$ cat config.mk
export PLATFORM = sky130hd
export DESIGN_NAME = kugelblitz_patch_ctrl_flat
export DESIGN_NICKNAME = d
export VERILOG_FILES = /design/src/rtl/kugelblitz_patch_ctrl_if.sv /design/src/rtl/kugelblitz_patch_ctrl.sv /design/src/flat_wrapper.sv
export SDC_FILE = /design/constraint.sdc
export NUM_CORES = 1
export LEC_CHECK = 0
export BUFFER_PORTS_ARGS = -buffer_cell sky130_fd_sc_hd__buf_2
export CORE_MARGIN = 2
export CORE_UTILIZATION = 36
export CTS_BUF_LIST = sky130_fd_sc_hd__clkbuf_8 sky130_fd_sc_hd__clkbuf_16
export CTS_CLUSTER_DIAMETER = 30
export CTS_CLUSTER_SIZE = 24
export DETAILED_ROUTE_END_ITERATION = 6
export PLACE_DENSITY = 0.74
export SETUP_SLACK_MARGIN = 0.15
export SLEW_MARGIN = 15
export SYNTH_ARGS = -nofsm -noshare
export SYNTH_HDL_FRONTEND = slang
export SYNTH_SLANG_ARGS = --single-unit
$ cat constraint.sdc
create_clock -name clk -period 1.1 [get_ports clk]
set_input_delay 0.11 -clock clk [delete_from_list [all_inputs] [get_ports clk]]
set_output_delay 0.11 -clock clk [all_outputs]
set_load 0.05 [all_outputs]
$ cat src/rtl/kugelblitz_patch_ctrl_if.sv
// AXI-lite slave bundle for the kugelblitz patch controller register file.
interface kugelblitz_patch_ctrl_if #(
    parameter int unsigned AXIL_DATA_WIDTH = 32,
    parameter int unsigned AXIL_ADDR_WIDTH = 32,
    parameter int unsigned AXIL_STRB_WIDTH = AXIL_DATA_WIDTH / 8
);
    logic [AXIL_ADDR_WIDTH-1:0] awaddr;
    logic [2:0]                 awprot;
    logic                       awvalid;
    logic                       awready;
    logic [AXIL_DATA_WIDTH-1:0] wdata;
    logic [AXIL_STRB_WIDTH-1:0] wstrb;
    logic                       wvalid;
    logic                       wready;
    logic [1:0]                 bresp;
    logic                       bvalid;
    logic                       bready;
    logic [AXIL_ADDR_WIDTH-1:0] araddr;
    logic [2:0]                 arprot;
    logic                       arvalid;
    logic                       arready;
    logic [AXIL_DATA_WIDTH-1:0] rdata;
    logic [1:0]                 rresp;
    logic                       rvalid;
    logic                       rready;

    modport master (
        output awaddr, awprot, awvalid, wdata, wstrb, wvalid, bready,
        output araddr, arprot, arvalid, rready,
        input  awready, wready, bresp, bvalid, arready, rdata, rresp, rvalid
    );

    modport slave (
        input  awaddr, awprot, awvalid, wdata, wstrb, wvalid, bready,
        input  araddr, arprot, arvalid, rready,
        output awready, wready, bresp, bvalid, arready, rdata, rresp, rvalid
    );
endinterface

$ cat src/rtl/kugelblitz_patch_ctrl.sv
// Frame-safe patch register block: shadow regs are committed to the kg_* outputs only between frames.
// Define KG_PATCH_FRAME_COUNT_EN to build the FRAME_COUNT register at 0x10.
module kugelblitz_patch_ctrl #(
    parameter int unsigned AXIL_DATA_WIDTH = 32,
    parameter int unsigned AXIL_ADDR_WIDTH = 32,
    parameter int unsigned AXIL_STRB_WIDTH = AXIL_DATA_WIDTH / 8
) (
    input  logic                   clk,
    input  logic                   rst_n,
    kugelblitz_patch_ctrl_if.slave s_axil,
    input  logic                   mon_axis_tvalid,
    input  logic                   mon_axis_tready,
    input  logic                   mon_axis_tlast,
    output logic [5:0]             kg_address,
    output logic [7:0]             kg_data,
    output logic                   kg_address_valid,
    output logic                   kg_data_valid
);
    localparam logic [5:0] RegCtrl      = 6'h00;
    localparam logic [5:0] RegPatchAddr = 6'h01;
    localparam logic [5:0] RegPatchData = 6'h02;
    localparam logic [5:0] RegStatus    = 6'h03;
`ifdef KG_PATCH_FRAME_COUNT_EN
    localparam logic [5:0] RegFrameCnt  = 6'h04;
`endif

    logic [AXIL_ADDR_WIDTH-1:0] awaddr, araddr;
    logic [AXIL_DATA_WIDTH-1:0] wdata, rd_val;
    logic [AXIL_STRB_WIDTH-1:0] wstrb;

    logic awready_q, awready_d, bvalid_q, bvalid_d;
    logic arready_q, arready_d, rvalid_q, rvalid_d;
    logic [AXIL_DATA_WIDTH-1:0] rdata_q, rdata_d;
    logic wr_fire, rd_fire, commit_wr, cnt_clr, beat, apply;

    logic       en_sh_q, en_sh_d, act_en_q, act_en_d;
    logic [5:0] addr_sh_q, addr_sh_d, act_addr_q, act_addr_d;
    logic [7:0] data_sh_q, data_sh_d, act_data_q, act_data_d;
    logic       commit_pend_q, commit_pend_d, in_frame_q, in_frame_d;

    assign awaddr = s_axil.awaddr;
    assign araddr = s_axil.araddr;
    assign wdata  = s_axil.wdata;
    assign wstrb  = s_axil.wstrb;

    logic unused_bits;
    assign unused_bits = ^{awaddr, araddr, wdata, wstrb, s_axil.awprot, s_axil.arprot};

    assign s_axil.awready = awready_q;
    assign s_axil.wready  = awready_q;
    assign s_axil.bvalid  = bvalid_q;
    assign s_axil.bresp   = 2'b00;
    assign s_axil.arready = arready_q;
    assign s_axil.rvalid  = rvalid_q;
    assign s_axil.rdata   = rdata_q;
    assign s_axil.rresp   = 2'b00;

    assign kg_address       = act_addr_q;
    assign kg_data          = act_data_q;
    assign kg_address_valid = act_en_q;
    assign kg_data_valid    = act_en_q;

    // Ready is a one-cycle registered pulse; the handshake completes in the cycle it is high.
    assign wr_fire = awready_q & s_axil.awvalid & s_axil.wvalid;
    assign rd_fire = arready_q & s_axil.arvalid;
    assign beat    = mon_axis_tvalid & mon_axis_tready;
    assign apply   = commit_pend_q & ~in_frame_q & ~mon_axis_tvalid;

    always_comb begin
        awready_d = s_axil.awvalid & s_axil.wvalid & ~bvalid_q & ~awready_q;
        bvalid_d  = wr_fire | (bvalid_q & ~s_axil.bready);
        arready_d = s_axil.arvalid & ~rvalid_q & ~arready_q;
        rvalid_d  = rd_fire | (rvalid_q & ~s_axil.rready);
        rdata_d   = rd_fire ? rd_val : rdata_q;
    end

    always_comb begin
        en_sh_d   = en_sh_q;
        addr_sh_d = addr_sh_q;
        data_sh_d = data_sh_q;
        commit_wr = 1'b0;
        cnt_clr   = 1'b0;
        if (wr_fire && wstrb[0]) begin
            case (awaddr[7:2])
                RegCtrl: begin
                    en_sh_d   = wdata[0];
                    commit_wr = wdata[1];
                    cnt_clr   = wdata[2];
                end
                RegPatchAddr: addr_sh_d = wdata[5:0];
                RegPatchData: data_sh_d = wdata[7:0];
                default: ;
            endcase
        end
    end

    // Apply copies the next-state shadow so a same-cycle shadow write is not lost.
    always_comb begin
        act_en_d      = apply ? en_sh_d : act_en_q;
        act_addr_d    = apply ? addr_sh_d : act_addr_q;
        act_data_d    = apply ? data_sh_d : act_data_q;
        commit_pend_d = (commit_pend_q & ~apply) | commit_wr;
        in_frame_d    = beat ? ~mon_axis_tlast : in_frame_q;
    end

`ifdef KG_PATCH_FRAME_COUNT_EN
    logic [31:0] frame_cnt_q, frame_cnt_d;

    always_comb begin
        frame_cnt_d = frame_cnt_q;
        if (cnt_clr) begin
            frame_cnt_d = '0;
        end else if (beat && mon_axis_tlast && act_en_q) begin
            frame_cnt_d = frame_cnt_q + 32'd1;
        end
    end

    always_ff @(posedge clk or negedge rst_n) begin
        if (!rst_n) begin
            frame_cnt_q <= '0;
        end else begin
            frame_cnt_q <= frame_cnt_d;
        end
    end
`else
    logic unused_cnt_clr;
    assign unused_cnt_clr = cnt_clr;
`endif

    always_comb begin
        rd_val = '0;
        case (araddr[7:2])
            RegCtrl:      rd_val[0]   = en_sh_q;
            RegPatchAddr: rd_val[5:0] = addr_sh_q;
            RegPatchData: rd_val[7:0] = data_sh_q;
            RegStatus:    rd_val[1:0] = {in_frame_q, commit_pend_q};
`ifdef KG_PATCH_FRAME_COUNT_EN
            RegFrameCnt:  rd_val      = frame_cnt_q;
`endif
            default: ;
        endcase
    end

    always_ff @(posedge clk or negedge rst_n) begin
        if (!rst_n) begin
            awready_q     <= 1'b0;
            bvalid_q      <= 1'b0;
            arready_q     <= 1'b0;
            rvalid_q      <= 1'b0;
            rdata_q       <= '0;
            en_sh_q       <= 1'b0;
            addr_sh_q     <= '0;
            data_sh_q     <= '0;
            act_en_q      <= 1'b0;
            act_addr_q    <= '0;
            act_data_q    <= '0;
            commit_pend_q <= 1'b0;
            in_frame_q    <= 1'b0;
        end else begin
            awready_q     <= awready_d;
            bvalid_q      <= bvalid_d;
            arready_q     <= arready_d;
            rvalid_q      <= rvalid_d;
            rdata_q       <= rdata_d;
            en_sh_q       <= en_sh_d;
            addr_sh_q     <= addr_sh_d;
            data_sh_q     <= data_sh_d;
            act_en_q      <= act_en_d;
            act_addr_q    <= act_addr_d;
            act_data_q    <= act_data_d;
            commit_pend_q <= commit_pend_d;
            in_frame_q    <= in_frame_d;
        end
    end
endmodule

$ cat src/flat_wrapper.sv
// flat-port wrapper written by rule: the top's interface ports become plain ports
module kugelblitz_patch_ctrl_flat 
#(
    parameter int unsigned AXIL_DATA_WIDTH = 32,
    parameter int unsigned AXIL_ADDR_WIDTH = 32,
    parameter int unsigned AXIL_STRB_WIDTH = AXIL_DATA_WIDTH / 8
)
  (clk, rst_n, mon_axis_tvalid, mon_axis_tready, mon_axis_tlast, kg_address, kg_data, kg_address_valid, kg_data_valid, s_axil_awaddr, s_axil_awprot, s_axil_awvalid, s_axil_wdata, s_axil_wstrb, s_axil_wvalid, s_axil_bready, s_axil_araddr, s_axil_arprot, s_axil_arvalid, s_axil_rready, s_axil_awready, s_axil_wready, s_axil_bresp, s_axil_bvalid, s_axil_arready, s_axil_rdata, s_axil_rresp, s_axil_rvalid);
  kugelblitz_patch_ctrl_if #(.AXIL_DATA_WIDTH(AXIL_DATA_WIDTH), .AXIL_ADDR_WIDTH(AXIL_ADDR_WIDTH), .AXIL_STRB_WIDTH(AXIL_STRB_WIDTH)) s_axil_i ();
  input  logic clk;
  input  logic rst_n;
  input  logic mon_axis_tvalid;
  input  logic mon_axis_tready;
  input  logic mon_axis_tlast;
  output logic [5:0] kg_address;
  output logic [7:0] kg_data;
  output logic kg_address_valid;
  output logic kg_data_valid;
  input wire logic [$bits(s_axil_i.awaddr)-1:0] s_axil_awaddr;
  input wire logic [$bits(s_axil_i.awprot)-1:0] s_axil_awprot;
  input wire logic [$bits(s_axil_i.awvalid)-1:0] s_axil_awvalid;
  input wire logic [$bits(s_axil_i.wdata)-1:0] s_axil_wdata;
  input wire logic [$bits(s_axil_i.wstrb)-1:0] s_axil_wstrb;
  input wire logic [$bits(s_axil_i.wvalid)-1:0] s_axil_wvalid;
  input wire logic [$bits(s_axil_i.bready)-1:0] s_axil_bready;
  input wire logic [$bits(s_axil_i.araddr)-1:0] s_axil_araddr;
  input wire logic [$bits(s_axil_i.arprot)-1:0] s_axil_arprot;
  input wire logic [$bits(s_axil_i.arvalid)-1:0] s_axil_arvalid;
  input wire logic [$bits(s_axil_i.rready)-1:0] s_axil_rready;
  output wire logic [$bits(s_axil_i.awready)-1:0] s_axil_awready;
  output wire logic [$bits(s_axil_i.wready)-1:0] s_axil_wready;
  output wire logic [$bits(s_axil_i.bresp)-1:0] s_axil_bresp;
  output wire logic [$bits(s_axil_i.bvalid)-1:0] s_axil_bvalid;
  output wire logic [$bits(s_axil_i.arready)-1:0] s_axil_arready;
  output wire logic [$bits(s_axil_i.rdata)-1:0] s_axil_rdata;
  output wire logic [$bits(s_axil_i.rresp)-1:0] s_axil_rresp;
  output wire logic [$bits(s_axil_i.rvalid)-1:0] s_axil_rvalid;
  assign s_axil_i.awaddr = s_axil_awaddr;
  assign s_axil_i.awprot = s_axil_awprot;
  assign s_axil_i.awvalid = s_axil_awvalid;
  assign s_axil_i.wdata = s_axil_wdata;
  assign s_axil_i.wstrb = s_axil_wstrb;
  assign s_axil_i.wvalid = s_axil_wvalid;
  assign s_axil_i.bready = s_axil_bready;
  assign s_axil_i.araddr = s_axil_araddr;
  assign s_axil_i.arprot = s_axil_arprot;
  assign s_axil_i.arvalid = s_axil_arvalid;
  assign s_axil_i.rready = s_axil_rready;
  assign s_axil_awready = s_axil_i.awready;
  assign s_axil_wready = s_axil_i.wready;
  assign s_axil_bresp = s_axil_i.bresp;
  assign s_axil_bvalid = s_axil_i.bvalid;
  assign s_axil_arready = s_axil_i.arready;
  assign s_axil_rdata = s_axil_i.rdata;
  assign s_axil_rresp = s_axil_i.rresp;
  assign s_axil_rvalid = s_axil_i.rvalid;
  kugelblitz_patch_ctrl #(.AXIL_DATA_WIDTH(AXIL_DATA_WIDTH), .AXIL_ADDR_WIDTH(AXIL_ADDR_WIDTH), .AXIL_STRB_WIDTH(AXIL_STRB_WIDTH)) u_core (.clk(clk), .rst_n(rst_n), .s_axil(s_axil_i), .mon_axis_tvalid(mon_axis_tvalid), .mon_axis_tready(mon_axis_tready), .mon_axis_tlast(mon_axis_tlast), .kg_address(kg_address), .kg_data(kg_data), .kg_address_valid(kg_address_valid), .kg_data_valid(kg_data_valid));
endmodule
# Word-level counts from Yosys, hierarchy flattened
# Cells that the tools add are included.
# totals
regBits	44
in_bits	116
out_inout_bits	57
wordCells	60
# classes
n_eq_ne	5
muxes	12
bitwise_logic	27
reduce_logical	3
# op_table
operator	n
equality test 6 x 2 -> 1 bit, second input constant	3
2-to-1 mux 8 bit	2
AND 1 bit	14
equality test 6 x 1 -> 1 bit, second input constant	2
logical NOT 6 bit	2
2-to-1 mux 6 bit	2
inverter 1 bit	10
case mux 4 bit (2 select lines)	1
2-to-1 mux 1 bit	4
case mux 1 bit (4 select lines)	1
OR 1 bit	3
case mux 1 bit (3 select lines)	1
2-to-1 mux 2 bit	1
logical AND 1 bit	1

# Logic depth before layout (Yosys ltp)
# Gate-level depths: netlist of run 1.
# logic_depth
word_depth	6
depth_mapped	5
ltp_nobuf	3

# Worst setup path after synthesis of run 1
# OpenSTA, ideal clock, no wires.
# synth_path
path_kind	flip-flop to flip-flop
startpoint	reg u_core.awready_q (netlist: u_core.s_axil.awready)
endpoint	reg u_core.act_addr_q[2] (netlist: u_core.kg_address[2])
setup_ns	0.135
arrival_ns	1.439
required_time_ns	0.965
setup_slack_ns	-0.474
path_stages_with_launch	5
path_buffers	1
synth_period_minus_slack_ns	1.574
path_cell_list	dfrtp_1 -> nand4bb_4 -> buf_6 -> o31ai_2 -> a31oi_1
# synth_between
elab_chain_len	4
# synth_lines
item	line_no	rtl
start: declaration	kugelblitz_patch_ctrl.sv:31	logic awready_q, awready_d, bvalid_q, bvalid_d;
start signal: assignment	kugelblitz_patch_ctrl.sv:160	awready_q <= awready_d;
AND 1 bit (2 in a row)	kugelblitz_patch_ctrl.sv:64	assign wr_fire = awready_q & s_axil.awvalid & s_axil.wvalid;
logical AND 1 bit	kugelblitz_patch_ctrl.sv:83	if (wr_fire && wstrb[0]) begin
2-to-1 mux 6 bit	kugelblitz_patch_ctrl.sv:83	
end signal: assignment	kugelblitz_patch_ctrl.sv:169	act_addr_q <= act_addr_d;
end: declaration	kugelblitz_patch_ctrl.sv:37	logic [5:0] addr_sh_q, addr_sh_d, act_addr_q, act_addr_d;
# Every way passes these cells.
# A chain may end at the register's enable or synchronous reset.

# Worst setup path in the final report of run 1
# layout_path
startpoint	reg u_core.awready_q (netlist: u_core.s_axil.awready)
endpoint	reg u_core.act_data_q[6] (netlist: u_core.kg_data[6])
# layout_between
elab_chain_len	4
# layout_lines
item	line_no	rtl
AND 1 bit (2 in a row)	kugelblitz_patch_ctrl.sv:64	
logical AND 1 bit	kugelblitz_patch_ctrl.sv:83	
2-to-1 mux 8 bit	kugelblitz_patch_ctrl.sv:83	
end signal: assignment	kugelblitz_patch_ctrl.sv:170	act_data_q <= act_data_d;
end: declaration	kugelblitz_patch_ctrl.sv:38	logic [7:0] data_sh_q, data_sh_d, act_data_q, act_data_d;
# Every way passes these cells.

==> results.sh, run 1 <==
export IMPL_status="finished with violations"
export IMPL_violations="negative setup slack"
export IMPL_hold_violations=0
export IMPL_crit_start="u_core.s_axil.awready$_DFF_PN0_"
export IMPL_leakagePower_uw=0.00167
export IMPL_grt_pass1_vias=1989
export IMPL_htreeDepth=2
export IMPL_required_ns=1.29
export IMPL_synth_top_area_share_pct=48.2
export IMPL_die_h_um=83.7
export IMPL_fin_tns_setup_ns=-5.65
export IMPL_synth_seq_cells=44
export IMPL_rsz0062_at_grt="true"
export IMPL_wire_per_inst_um=15.0
export IMPL_power_density_nw_per_um2=1320
export IMPL_die_w_um=83.7
export IMPL_tritoncts="done"
export IMPL_synth_cell_type_count=33
export IMPL_fin_skew_ns=0.00694
export IMPL_post_place_ws_ns=-0.223
export IMPL_place_congestion=0.811
export IMPL_ctsLongestPathBuffers=2
export IMPL_r2r_start="u_core.s_axil.awready$_DFF_PN0_"
export IMPL_seq_area_frac_synth_pct=48.2
export IMPL_ioPinCount=173
export IMPL_seqPwrFrac_pct=38.3
export IMPL_syn_area_per_cell_um2=10.2
export IMPL_multi_input_area_um2=1120
export IMPL_comb_power_share_pct=24.4
export IMPL_postLayoutSetupSlackWorst_ns=-0.233
export IMPL_grt_use_total_pct=17.5
export IMPL_overflow=0
export IMPL_design_area_um2=3470
export IMPL_fillCellCount=553
export IMPL_p_int_uw=3230
export IMPL_start_util_pct=36.6
export IMPL_power_switching_uw=1360
export IMPL_hp_start="mon_axis_tvalid"
export IMPL_maxCapViolCount=0
export IMPL_grt_pass1_wl_um=9780
export IMPL_crit_fanout=5
export IMPL_yosys_area_top_type="dfrtp_1"
export IMPL_synth_area_um2=2280
export IMPL_drt_first_iter_violations=97
export IMPL_p_sw_share_pct=29.7
export IMPL_clk_latency_ns=0.31
export IMPL_fin_total_pwr_uw=4590
export IMPL_cts_root_buf="clkbuf_8"
export IMPL_area_growth_pct=51.9
export IMPL_fp_coreArea_um2=6240
export IMPL_rows=29
export IMPL_antenna_found_initial=0
export IMPL_grt_max_degree=45
export IMPL_worstSetupPathType="reg2reg"
export IMPL_clock_sinks=44
export IMPL_final_cell_mix="dfrtp_1 (41), buf_2 (32), buf_4 (30)"
export IMPL_cp_end_kind="flop"
export IMPL_vias_per_cell=5.09
export IMPL_period_minus_slack_ns=1.33
export IMPL_clk_pin_slew_ns=0.09
export IMPL_regArea_um2=1100
export IMPL_antennaDiodeCount=0
export IMPL_drc=0
export IMPL_ant_nets=0
export IMPL_placed_cell_area_um2=2780
export IMPL_pwr_share_clk_pct=37.3
export IMPL_first_pass_iters=4
export IMPL_rrSetupSlack_ns=-0.23
export IMPL_num_vias=2041
export IMPL_portBuffers=59
export IMPL_irDropWorstVdd_mv=0.868
export IMPL_cts_inserted_buffers=5
export IMPL_drv_slew=0
export IMPL_fmax_mhz=750
export IMPL_dp_final_hpwl_um=4040
export IMPL_arrival_ns=1.52
export IMPL_setup_viol=34
export IMPL_start_kind="flop"
export IMPL_wl_um=6030
export IMPL_hold_path_class="in2reg"
export IMPL_utilization_pct=55.6
export IMPL_final_layout_size_suffix_gt1_share_pct=43.5
export IMPL_synthCells=224
export IMPL_nNetsFinal=439
export IMPL_dieArea_um2=7000
export IMPL_mostFrequentLayoutCell="dfrtp_1"
export IMPL_synth_warnings=0
export IMPL_final_period_utilization_pct=121
export IMPL_synth_area_top_cells="dfrtp_1 (48%), buf_4 (11%), a31oi_1 (5.5%)"
sequential cells by signal (all words and copies together), names as in the netlist:
signal,count
u_core.kg_data,8
u_core.kg_address,6
u_core.s_axil.awready,1
u_core.commit_pend_q,1
u_core.s_axil.arready,1
u_core.s_axil.rvalid,1
u_core.s_axil.rdata,8
u_core.addr_sh_q,6
u_core.data_sh_q,8
u_core.kg_address_valid,1
u_core.s_axil.bvalid,1
u_core.en_sh_q,1
u_core.in_frame_q,1
power by group through the flow:
stage / registers, µW / clock network (µW) / logic, µW
3_3_place_gp: 1770 / 0 / 867
5_1_grt: 1770 / 1800 / 1170
4_1_cts: 1760 / 1750 / 1060
2_1_floorplan: 2000 / 0 / 474
3_5_place_dp: 1780 / 0 / 878
6_report: 1760 / 1710 / 1120
layout make-up:
cell class | count | area share [%]
clock buffers | 5 | 1.98
clock inverters | 3 | 2.60
inverters | 2 | 0.216
multi-input cells | 163 | 32.4
flip-flops and latches | 44 | 31.8
well taps | 77 | 2.78
repair buffers | 107 | 28.2
cell usage after synthesis, drive strengths merged:
| cell | count |
|---|---|
| dfrtp | 44 |
| buf | 41 |
| nand2 | 27 |
| a31oi | 20 |
| nor2 | 20 |
| nand4 | 16 |
| o31ai | 14 |
| nand3 | 10 |
| o21ai | 6 |
| clkbuf | 3 |
| nor2b | 3 |
| and4bb | 2 |
| inv | 2 |
| nand2b | 2 |
| nand4bb | 2 |
| nor3b | 2 |
| a21oi | 1 |
| a22oi | 1 |
| and2 | 1 |
| and2b | 1 |
| conb | 1 |
| mux2 | 1 |
| mux4 | 1 |
| nor3 | 1 |
| nor4 | 1 |
| o41ai | 1 |
layer usage:
metal	routed length (µm)	GRT usage, %	share of wire, %
met1	2390	22.2	40
met2	3120	29.9	52
met3	395	3.56	6.6
met4	120	6.01	2.0
met5	0	0	0
logic make-up (layout without fill, tap and decap cells):
family	after synthesis	after routing	synth area share [%]
other cells	1	28	0.164
compound gates	43	43	14.8
simple gates	88	90	20.5
buf+inv	46	117	14.8
mux	2	2	1.48
flops	44	44	48.2
worst max-delay path, stage by stage, from the launching register on:
cell and delay, ns:
dfrtp_2 0.37, buf_6 0.11, nand4bb_2 0.22, buf_4 0.22, o31ai_4 0.19, a31oi_1 0.11
final timing paths:
kind,end,depth (start not counted)
min reg2reg,u_core.s_axil.rdata[7]$_DFFE_PN0P_,2
min,u_core.in_frame_q$_DFFE_PN0P_,2
max,u_core.kg_data[6]$_DFFE_PN0P_,5
max reg2reg,u_core.kg_data[6]$_DFFE_PN0P_,5
min in group asynchronous,u_core.kg_address[0]$_DFFE_PN0P_,3
max in group asynchronous,u_core.s_axil.awready$_DFF_PN0_,3
stage by stage:
| step | hold WS [ns] | instances |
|---|---|---|
| final | 0.0477 | 401 |
| after global routing | 0.0479 | 401 |
| after floorplan | -0.186 | 251 |
| after CTS | 0.0383 | 392 |
| after detailed placement | 0.104 | 363 |
| after global placement | 0.102 | 363 |
repair_timing:
action / 4_1_cts / 5_1_grt
gates resized for setup: 70 / 8
hold endpoints to repair: 47 / 0
hold buffers: 5 / 0
gates cloned: 2 / 1
setup buffers: 14 / 8
endpoints found under the setup margin: 62 / 66
pin swaps: 12 / 14
Note: power is estimated with default switching activity, not from simulation.
==> run 2: changes to the inputs <==
--- a/config.mk
+++ b/config.mk
@@ -5,6 +5,7 @@
 export SDC_FILE = /design/constraint.sdc
 export NUM_CORES = 1
 export LEC_CHECK = 0
+export ABC_AREA = 1
 export BUFFER_PORTS_ARGS = -buffer_cell sky130_fd_sc_hd__buf_2
 export CORE_MARGIN = 2
 export CORE_UTILIZATION = 36
@@ -12,7 +13,7 @@
 export CTS_CLUSTER_DIAMETER = 30
 export CTS_CLUSTER_SIZE = 24
 export DETAILED_ROUTE_END_ITERATION = 6
-export PLACE_DENSITY = 0.74
+export PLACE_DENSITY = 0.75
 export SETUP_SLACK_MARGIN = 0.15
 export SLEW_MARGIN = 15
 export SYNTH_ARGS = -nofsm -noshare
==> run 2 against run 1 <==
The run still ends with negative setup slack left; count of clock-buffer cells in the layout unchanged; clock power decreased by 25%; core utilization increased by 0.51 points; worst hold slack got worse by 0.042 ns; routed wire length decreased by 7.0%; maximum frequency increased by 7.3%; critical path type unchanged.
==> results.sh, run 2 <==
export IMPL_status="finished with violations"
export IMPL_violations="negative setup slack"
export IMPL_comb_power_share_pct=43.4
export IMPL_portBuffers=59
export IMPL_tritoncts="done"
export IMPL_leakagePower_uw=0.00171
export IMPL_finalNonFillerCells=444
export IMPL_nNetsFinal=484
export IMPL_mostFrequentLayoutCell="nand2_1"
export IMPL_synth_warnings=0
export IMPL_final_cell_mix="nand2_1 (72), dfrtp_1 (41), inv_1 (30), buf_2 (30), buf_6 (30)"
export IMPL_rsz0062_at_grt="true"
export IMPL_synthCells=278
export IMPL_grt_max_degree=18
export IMPL_pwr_share_clk_pct=21.2
export IMPL_p_sw_share_pct=42.3
export IMPL_p_int_uw=3520
export IMPL_placed_cells=415
export IMPL_syn_area_per_cell_um2=8.10
export IMPL_synthFlopType="dfrtp_1"
export IMPL_vias_per_cell=4.49
export IMPL_antennaDiodeCount=0
export IMPL_maxCapViolCount=0
export IMPL_period_minus_slack_ns=1.24
export IMPL_start_kind="flop"
export IMPL_cts_root_buf="clkbuf_8"
export IMPL_start_util_pct=37.6
export IMPL_synth_area_top_cells="dfrtp_1 (49%), nand2_1 (14%), buf_4 (10%)"
export IMPL_postSynth_asyncResetShare_pct=100
export IMPL_arrival_ns=1.44
export IMPL_grt_use_total_pct=16.1
export IMPL_fmax_mhz=805
export IMPL_seq_area_frac_synth_pct=48.9
export IMPL_power_density_nw_per_um2=1810
export IMPL_ys_top_cells_by_count="nand2_1 (85), dfrtp_1 (44), nand3_1 (33)"
export IMPL_wl_um=5610
export IMPL_overflow=0
export IMPL_rrSetupSlack_ns=-0.14
export IMPL_synth_cell_type_count=21
export IMPL_ctsLongestPathBuffers=2
export IMPL_worstSetupPathType="reg2reg"
export IMPL_dp_final_hpwl_um=3750
export IMPL_htreeDepth=2
export IMPL_placed_cell_area_um2=2590
export IMPL_clk_pin_slew_ns=0.09
export IMPL_final_period_utilization_pct=113
export IMPL_hold_violations=0
export IMPL_antenna_found_initial=0
export IMPL_synth_seq_cells=44
export IMPL_irDropWorstVdd_mv=1.49
export IMPL_synthMostInstantiatedCell="nand2_1"
export IMPL_ant_nets=0
export IMPL_num_vias=1993
export IMPL_grt_pass1_wl_um=9110
export IMPL_wire_per_inst_um=12.6
export IMPL_ioPinCount=173
export IMPL_fin_skew_ns=0.0110
export IMPL_cts_inserted_buffers=5
export IMPL_clk_latency_ns=0.31
export IMPL_first_pass_iters=4
export IMPL_hold_path_class="in2reg"
export IMPL_required_ns=1.30
export IMPL_power_switching_uw=2580
export IMPL_setup_viol=32
export IMPL_final_layout_size_suffix_gt1_share_pct=42.8
export IMPL_drt_first_iter_violations=63
export IMPL_clock_sinks=44
export IMPL_design_area_um2=3360
export IMPL_die_h_um=83.1
export IMPL_cp_end_kind="flop"
export IMPL_seqPwrFrac_pct=35.4
export IMPL_dieArea_um2=6900
export IMPL_synth_edf_count=0
export IMPL_drv_slew=0
export IMPL_grt_pass1_vias=2007
export IMPL_postLayoutSetupSlackWorst_ns=-0.142
export IMPL_rows=28
export IMPL_place_congestion=0.787
export IMPL_drc=0
export IMPL_yosys_area_top_type="dfrtp_1"
export IMPL_fp_coreArea_um2=5990
export IMPL_area_growth_pct=49.3
export IMPL_synth_top_area_share_pct=48.9
export IMPL_synth_area_um2=2250
export IMPL_crit_fanout=8
export IMPL_die_w_um=83.1
## run 2: layout make-up
cell class                      count  area, µm²
Inverter                           33        126
Sequential cell                    44       1100
Fill cell                         506       2630
Timing Repair Buffer               90        771
Clock buffer                        5       68.8
Tap cell                           75       93.8
Multi-Input combinational cell    194       1150
Clock inverter                      3       47.5
## run 2: logic make-up after synthesis
group / share of synthesized area, %
flip-flops: 48.9
buffers and inverters: 16.7
AO/OA/AOI/OAI: 3.22
AND/OR/NAND/NOR: 31.0
other: 0.167
## run 2: per-stage QoR
step | util [%] | hold WS [ns] | setup WS [ns] | TNS, ns | total power [µW]
3_3_place_gp | 43.2 | 0.000602 | -0.0897 | -1.48 | 4150
4_1_cts | 51.9 | 0.00475 | -0.107 | -2.34 | 6040
5_1_grt | 56.1 | 0.00856 | -0.176 | -4.54 | 6360
3_5_place_dp | 43.2 | 0.0000510 | -0.116 | -2.22 | 4170
6_report | 56.1 | 0.00621 | -0.142 | -2.74 | 6090
2_1_floorplan | - | -0.186 | -0.265 | -6.40 | 3770
## run 2: final timing paths
check | start | to | depth (start not counted)
setup / recovery | u_core.s_axil.awready$_DFF_PN0_ | u_core.addr_sh_q[5]$_DFF_PN0_ | 5
hold / removal | mon_axis_tlast | u_core.in_frame_q$_DFFE_PN0P_ | 2
setup reg to reg | u_core.s_axil.awready$_DFF_PN0_ | u_core.addr_sh_q[5]$_DFF_PN0_ | 5
hold reg to reg | u_core.s_axil.arready$_DFF_PN0_ | u_core.s_axil.arready$_DFF_PN0_ | 1
max in group asynchronous | rst_n | u_core.data_sh_q[0]$_DFF_PN0_ | 3
min in group asynchronous | rst_n | u_core.data_sh_q[7]$_DFF_PN0_ | 2
## run 2: routing by layer
layer | GRT usage [%] | share of wire (%)
met1 | 20.3 | 43
met2 | 27.3 | 50
met3 | 3.58 | 5.0
met4 | 5.66 | 1.8
met5 | 0 | 0
## run 2: power groups by stage
stage / clock [µW] / sequential (µW) / combinational [µW]
after floorplan: 0 / 3060 / 710
after global placement: 0 / 2090 / 2070
after detailed placement: 0 / 2090 / 2080
after CTS: 1320 / 2140 / 2580
after global routing: 1390 / 2190 / 2780
final: 1290 / 2160 / 2650
## run 2: worst max-delay path: stages, from the launching register on
cell and delay (ns):
dfrtp_2 0.39, nand3_4 0.07, nor2_4 0.19, buf_8 0.20, nand3_2 0.11, and2_4 0.17
## run 2: timing repair
action,CTS,global route
buffers inserted,12,6
endpoints found under the setup margin,64,65
gates resized for setup,81,52
hold buffers,3,0
pin swaps,10,21
endpoints found under the hold margin,42,0
